===== config.mk =====
export PLATFORM = sky130hd
export DESIGN_NAME = bcd_time_keeper
export DESIGN_NICKNAME = d
export VERILOG_FILES = /design/src/rtl/bcd_time_pkg.sv /design/src/rtl/bcd_to_seg7.sv /design/src/rtl/bcd_time_keeper.sv
export SDC_FILE = /design/constraint.sdc
export NUM_CORES = 1
export LEC_CHECK = 0
export CORE_UTILIZATION = 43
export DETAILED_ROUTE_END_ITERATION = 7
export PLACE_DENSITY = 0.73
export SYNTH_ARGS = -nofsm -noshare
export SYNTH_HDL_FRONTEND = slang
export SYNTH_SLANG_ARGS = --single-unit

===== constraint.sdc =====
create_clock -name clk50m -period 2.3 [get_ports clk50m]
set_clock_uncertainty 0.15 [all_clocks]
set_input_delay 0.69 -clock clk50m [delete_from_list [all_inputs] [get_ports clk50m]]
set_output_delay 0.69 -clock clk50m [all_outputs]
set_load 0.01 [all_outputs]

===== src/rtl/bcd_time_pkg.sv =====
// Shared limits, segment patterns and BCD increment helper for the time-of-day counter.
// Segment patterns are active-high in {g,f,e,d,c,b,a} order.
package bcd_time_pkg;

    localparam logic [7:0] SEC_MAX  = 8'h59;
    localparam logic [7:0] MIN_MAX  = 8'h59;
    localparam logic [7:0] HOUR_MAX = 8'h23;

    localparam logic [6:0] SEG_0     = 7'b0111111;
    localparam logic [6:0] SEG_1     = 7'b0000110;
    localparam logic [6:0] SEG_2     = 7'b1011011;
    localparam logic [6:0] SEG_3     = 7'b1001111;
    localparam logic [6:0] SEG_4     = 7'b1100110;
    localparam logic [6:0] SEG_5     = 7'b1101101;
    localparam logic [6:0] SEG_6     = 7'b1111101;
    localparam logic [6:0] SEG_7     = 7'b0000111;
    localparam logic [6:0] SEG_8     = 7'b1111111;
    localparam logic [6:0] SEG_9     = 7'b1101111;
    localparam logic [6:0] SEG_BLANK = 7'b0000000;

    typedef struct packed {
        logic [7:0] hour;
        logic [7:0] min;
        logic [7:0] sec;
    } bcd_time_t;

    typedef struct packed {
        logic       carry;
        logic [7:0] value;
    } bcd_inc_t;

    // Increment a two-digit BCD field; wraps to 00 and flags a carry at the field limit.
    function automatic bcd_inc_t bcd_inc(input logic [7:0] val, input logic [7:0] max);
        bcd_inc_t r;
        r.carry = 1'b0;
        r.value = val;
        if (val == max) begin
            r.value = 8'h00;
            r.carry = 1'b1;
        end else if (val[3:0] == 4'd9) begin
            r.value = {val[7:4] + 4'd1, 4'h0};
        end else begin
            r.value = {val[7:4], val[3:0] + 4'd1};
        end
        return r;
    endfunction

endpackage


===== src/rtl/bcd_to_seg7.sv =====
// Registered BCD-nibble to seven-segment decoder; non-decimal nibbles blank the digit.
module bcd_to_seg7
    import bcd_time_pkg::*;
#(
    parameter bit SEG_ACTIVE_LOW = 1'b1
) (
    input  logic       clk50m,
    input  logic       rstn,
    input  logic [3:0] nibble,
    output logic [6:0] seg
);

    localparam logic [6:0] SEG_MASK = SEG_ACTIVE_LOW ? 7'b1111111 : 7'b0000000;

    logic [6:0] seg_reg;
    logic [6:0] seg_next;
    logic [6:0] pattern;

    always_comb begin
        pattern = SEG_BLANK;
        case (nibble)
            4'd0:    pattern = SEG_0;
            4'd1:    pattern = SEG_1;
            4'd2:    pattern = SEG_2;
            4'd3:    pattern = SEG_3;
            4'd4:    pattern = SEG_4;
            4'd5:    pattern = SEG_5;
            4'd6:    pattern = SEG_6;
            4'd7:    pattern = SEG_7;
            4'd8:    pattern = SEG_8;
            4'd9:    pattern = SEG_9;
            default: pattern = SEG_BLANK;
        endcase
        seg_next = pattern ^ SEG_MASK;
    end

    always_ff @(posedge clk50m or negedge rstn) begin
        if (!rstn) begin
            seg_reg <= SEG_0 ^ SEG_MASK;
        end else begin
            seg_reg <= seg_next;
        end
    end

    assign seg = seg_reg;

endmodule


===== src/rtl/bcd_time_keeper.sv =====
// 24-hour BCD time-of-day counter with adjust/clear, deferred tick on adjust collision,
// minute/day rollover pulses and six registered seven-segment digit drivers.
module bcd_time_keeper
    import bcd_time_pkg::*;
#(
    parameter bit SEG_ACTIVE_LOW = 1'b1
) (
    input  logic       clk50m,
    input  logic       rstn,
    input  logic       i_tick,
    input  logic       i_run,
    input  logic       i_clr,
    input  logic       i_inc_min,
    input  logic       i_inc_hour,
    output logic [7:0] o_sec_bcd,
    output logic [7:0] o_min_bcd,
    output logic [7:0] o_hour_bcd,
    output logic [6:0] o_hex0,
    output logic [6:0] o_hex1,
    output logic [6:0] o_hex2,
    output logic [6:0] o_hex3,
    output logic [6:0] o_hex4,
    output logic [6:0] o_hex5,
    output logic       o_min_pulse,
    output logic       o_day_pulse
);

    bcd_time_t time_reg;
    bcd_time_t time_next;
    logic      pending_reg;
    logic      pending_next;
    logic      min_pulse_reg;
    logic      min_pulse_next;
    logic      day_pulse_reg;
    logic      day_pulse_next;

    logic      qual_tick;
    logic      adjust;
    bcd_inc_t  sec_inc;
    bcd_inc_t  min_inc;
    bcd_inc_t  hour_inc;

    assign qual_tick = i_tick & i_run;
    assign adjust    = i_inc_min | i_inc_hour;
    assign sec_inc   = bcd_inc(time_reg.sec,  SEC_MAX);
    assign min_inc   = bcd_inc(time_reg.min,  MIN_MAX);
    assign hour_inc  = bcd_inc(time_reg.hour, HOUR_MAX);

    always_comb begin
        time_next      = time_reg;
        pending_next   = pending_reg;
        min_pulse_next = 1'b0;
        day_pulse_next = 1'b0;
        if (i_clr) begin
            time_next    = '0;
            pending_next = 1'b0;
        end else if (adjust) begin
            if (i_inc_min) begin
                time_next.min = min_inc.value;
            end
            if (i_inc_hour) begin
                time_next.hour = hour_inc.value;
            end
            // A tick colliding with an adjust is held and applied on the next free cycle.
            pending_next = pending_reg | qual_tick;
        end else if (qual_tick || pending_reg) begin
            pending_next  = 1'b0;
            time_next.sec = sec_inc.value;
            if (sec_inc.carry) begin
                time_next.min  = min_inc.value;
                min_pulse_next = 1'b1;
                if (min_inc.carry) begin
                    time_next.hour = hour_inc.value;
                    day_pulse_next = hour_inc.carry;
                end
            end
        end
    end

    always_ff @(posedge clk50m or negedge rstn) begin
        if (!rstn) begin
            time_reg      <= '0;
            pending_reg   <= 1'b0;
            min_pulse_reg <= 1'b0;
            day_pulse_reg <= 1'b0;
        end else begin
            time_reg      <= time_next;
            pending_reg   <= pending_next;
            min_pulse_reg <= min_pulse_next;
            day_pulse_reg <= day_pulse_next;
        end
    end

    assign o_sec_bcd   = time_reg.sec;
    assign o_min_bcd   = time_reg.min;
    assign o_hour_bcd  = time_reg.hour;
    assign o_min_pulse = min_pulse_reg;
    assign o_day_pulse = day_pulse_reg;

    // Nibble 0 is seconds units, nibble 5 is hours tens.
    logic [5:0][3:0] digit;
    logic [6:0]      hex_seg [6];

    assign digit = time_reg;

    generate
        for (genvar gi = 0; gi < 6; gi++) begin : g_digit
            bcd_to_seg7 #(
                .SEG_ACTIVE_LOW(SEG_ACTIVE_LOW)
            ) u_seg (
                .clk50m(clk50m),
                .rstn  (rstn),
                .nibble(digit[gi]),
                .seg   (hex_seg[gi])
            );
        end
    endgenerate

    assign o_hex0 = hex_seg[0];
    assign o_hex1 = hex_seg[1];
    assign o_hex2 = hex_seg[2];
    assign o_hex3 = hex_seg[3];
    assign o_hex4 = hex_seg[4];
    assign o_hex5 = hex_seg[5];

endmodule


# Word level (Yosys, flattened, before mapping)
# Memory sizes are Yosys's and may differ from the RTL's.
# Cells that the tools add are included.
# word_totals
regBits	69
romBits	672
wordCells	82
in_bits	7
memories	6
output_inout_bits	68
# op_classes
n_eq_ne	9
add_sub_neg	6
n_bitwise	9
n_reduce_logical	10
muxes	29
# memory_table
memory	words	word_bits	read_ports	rd_ports_with_merged_regs	wr	line_no	text
(no name shown)	16	7	1	0	0	bcd_to_seg7.sv:21	case (nibble)
(no name shown)	16	7	1	0	0	bcd_to_seg7.sv:21	
(no name shown)	16	7	1	0	0	bcd_to_seg7.sv:21	
(no name shown)	16	7	1	0	0	bcd_to_seg7.sv:21	
(no name shown)	16	7	1	0	0	bcd_to_seg7.sv:21	
(no name shown)	16	7	1	0	0	bcd_to_seg7.sv:21	
# ops
operator	n
8-bit 2-to-1 mux	10
24-bit 2-to-1 mux	2
7-bit NOT	6
16-bit 2-to-1 mux	2
4-bit by 1-bit adder with 4-bit output (second input constant)	6
8-bit by 7-bit equality test with 1-bit output (second input constant)	2
1-bit 2-to-1 mux	15
4-bit equality test (second input constant)	3
3-bit nonzero test	4
8-bit by 6-bit equality test with 1-bit output (second input constant)	1
3-bit != test (second input constant)	2
3-bit AND reduction	2
4-bit AND reduction	1
2-bit != test (second input constant)	1
1-bit OR	2
2-bit AND reduction	1
2-bit nonzero test	1
1-bit AND	1
1-bit logical OR	1

# Depth between registers and ports, before layout
# logic_depth
ltp_word	8
ltp_mapped	8
mapped_depth_nobuf	7

# Hierarchy
# Synthesis repeated with hierarchy kept, for this count alone.
# unflattened
hier_cells	375
area_unflattened_um2	3782.4
# modules_own_cells
mod	area_each_um2	seq_area_each_um2	instances	cells_each
bcd_to_seg7	366.6	176.4	6	35
bcd_time_keeper	1582.8	675.6	1	165

# Least setup slack after synthesis
# No wires, ideal clock.
# synth_timing
kind	reg2reg
startpoint	register time_reg (netlist bit o_sec_bcd[1])
endpoint	register time_reg (netlist bit o_hour_bcd[6])
path_stages_with_launch	8
synth_period_minus_slack_ns	2.131
t_arrival_ns	1.904
path_buffers	0
required_time_ns	2.072
slack_ns	0.169
setup_time_ns	0.078
cell_sequence	dfrtp_1 > inv_1 > ha_1 > nand3b_2 > nor4_4 > a21oi_2 > or3_1 > a21oi_1
# synth_via
elab_chain_len	4
# synth_rtl
element	line_no	text
start: declaration	bcd_time_keeper.sv:28	bcd_time_t time_reg;
start signal: assignment	bcd_time_keeper.sv:87	time_reg <= time_next;
8-bit by 7-bit equality test with 1-bit output	bcd_time_pkg.sv:37	if (val == max) begin
1-bit 2-to-1 mux	bcd_time_pkg.sv:37	
3-bit nonzero test (no line)	-	
4-bit AND reduction (no line)	-	
# No other way between the ends.
# A chain may end at the register's enable or synchronous reset.

# Worst setup path after layout
# layout_timing
startpoint	register time_reg (netlist bit o_hour_bcd[1])
endpoint	output port o_hour_bcd[1]
# layout_lines
element	line_no	text
end: declaration	bcd_time_keeper.sv:17	output logic [7:0] o_hour_bcd,
# No word-level cell between the ends.

==> run metrics <==
status finished clean; post-synth cell types 44; Worst path max stage delay 0.59 ns; GRT Overall Usage 0.187; Num CTS Buffers 9; Die X 92.5 µm; total power 2.68 mW; Root Buffer clkbuf_8; crit path max-delay cell type clkdlybuf4s50_1; htree depth 3; Clock transition at path regs 0.07 ns; CP endpoint o_hour_bcd[1]; post-DP HPWL 5540 µm; Avg Synthesized Cell Area 9.60 µm²; top cell type's share of synthesized area 0.447; Via density 5.24; HP Class input port to async pin; peak supply drop 0.254 mV; drt drc 0; first-pass GRT wire length 12600 µm; final instance area 4830 µm²; critical path launch point o_hour_bcd[1]; port bufs 74; reg2reg end o_min_bcd[7]; Critical Path RT 1.46 ns; Leakage 2.29 nW; final setup violation count 0; layout cells sized above 1 0.178; critical path arrival 1.41 ns; Async SR Flop Fraction 1.00; CP Cell Sequence clkdlybuf4s50_1; Reg-to-Reg Start o_sec_bcd[1]; GP Congestion 0.832; io pins 75; Cells after Synth 367; Synth Net Count 406; final std cells w/o fill 580; Post-synth EDFFs 0; r2r setup slk 0.11 ns; Area Growth Syn to Fin 37.2%; Seq/Total Area, Yosys 0.492; die area 8560 µm²; Clock Tree Buf Depth 2; nets 512; Fmax 444 MHz; critical path launch point type flop; synthesis-stage register bit count 69; period utilization 0.980; Routed wire per std cell 13.1 µm; CP max FO 7; Placed Cells 557; Core Box Area 7810 µm²; initial antenna violation count 0; largest net degree at the start of global routing 30; CP top delay family buffers and inverters; 1st-pass router iterations 4; Skew-Pair Late Insertion Delay 0.34 ns; vias in the first global route 2830; PwrDens 555 nW/µm²; Post-synth top flop dfrtp_1; Critical Path Sink Type output pin; max reg flops 42; worst slew pin tran 0.494 ns; min cycle time layout 2.25 ns; Setup CP Type flop to output pin; synth warn 0; via count 3039; area leader, netlist dfrtp_1; Die Y 92.5 µm; DRT iter0 DRCs 165; most frequent cells in the layout clkdlybuf4s50_1, dfrtp_1, nor2_1; Ant. Diodes 0; initial core utilization 0.451; commonest non-fill, non-tap cell in the layout clkdlybuf4s50_1; Worst path depth 1; Post-DP Area 4560 µm²; CP Buf/Inv Count 1; max-cap violation count 0; grt total ovfl 0; ranking of synthesized cells by area dfrtp_1, ha_1, a21oi_1, o21ai_0, dfstp_2; # rows 32; clk sinks 69; max-slew violation count 0; antenna-violating nets left 0; synthesized cell area 3520 µm²; Final Hold Fails 0; CTS tree built; Slew headroom 0.671; final WL 7600 µm; worst reg-to-reg path cell count 7
## through the flow
| stage | setup WS (ns) | utilization | hold slack [ns] | TNS (ns) |
|---|---|---|---|---|
| global placement | -0.231 | 0.584 | 0.422 | -2.21 |
| floorplan | 0.169 | - | 0.244 | 0 |
| finish | 0.0466 | 0.619 | 0.161 | 0 |
| CTS | 0.0117 | 0.610 | 0.158 | 0 |
| detailed placement | -0.275 | 0.584 | 0.432 | -3.08 |
| global route | -0.0133 | 0.619 | 0.183 | -0.0193 |
## power breakdown
group	internal (mW)	switching [mW]	leakage [nW]	total [mW]
sequential	1.28	0.0350	0.906	1.32
combinational	0.214	0.197	1.29	0.411
clock	0.494	0.458	0.0987	0.952
total	1.99	0.690	2.29	2.68
## cells in the mapped netlist, types with 4 or more instances
library cell / instances
dfrtp_1: 63
nor2_1: 37
a21oi_1: 34
nand2_1: 34
o21ai_0: 34
ha_1: 32
inv_1: 25
clkbuf_1: 11
nand2b_1: 10
a31oi_1: 7
nor3_1: 7
a22oi_1: 6
dfstp_2: 6
or2_2: 6
nand3_1: 5
and3_1: 4
o21ai_1: 4
## cell type report
type / count / area, µm²
Clock inverter: 7 / 66.3
Clock buffer: 9 / 124
Sequential cell: 69 / 1750
Inverter: 25 / 93.8
Timing Repair Buffer: 111 / 1040
Multi-Input combinational cell: 257 / 1630
Tap cell: 102 / 128
Fill cell: 670 / 2970
## timing repair
action                                  in CTS  in global routing
cloned                                       0                  0
endpoints found under the hold margin        0                  0
pin swaps                                    0                  2
hold buffers                                 0                  0
setup buffers                                0                  7
endpoints found under the setup margin       8                  7
gates resized for setup                      8                  6
## how the worst min path moves through the flow
stage                  from                 endpoint  slack (ns)  cells past startpoint
2_1_floorplan          rstn  g_digit[0].u_seg.seg[0]        0.24                      0
3_3_place_gp   o_min_bcd[2]             o_min_bcd[2]        0.42                      1
3_5_place_dp   o_min_bcd[2]             o_min_bcd[2]        0.43                      1
4_1_cts                rstn              o_min_pulse        0.16                      1
5_1_grt                rstn  g_digit[0].u_seg.seg[3]        0.18                      1
6_report               rstn              o_min_pulse        0.16                      1
## routing by layer
layer	wire, µm	vias to the layer above	track usage	share of wire
li1	-	1469	-	-
met1	3330	1482	0.238	0.44
met2	3840	75	0.309	0.50
met3	297	13	0.0271	0.039
met4	138	0	0.0938	0.018
met5	0	-	0	0
## kinds of logic (layout without fill, tap and decap cells)
family,after synthesis,after routing,synth area share
AND/OR/NAND/NOR,121,121,0.172
AO/OA/AOI/OAI,100,100,0.164
flip-flops,69,69,0.492
buffers and inverters,41,152,0.0479
adder cells (fa/ha/maj),32,32,0.114
XOR/XNOR,3,3,0.00746
multiplexers,1,1,0.00320
Note: power is estimated with default switching activity, not from simulation.
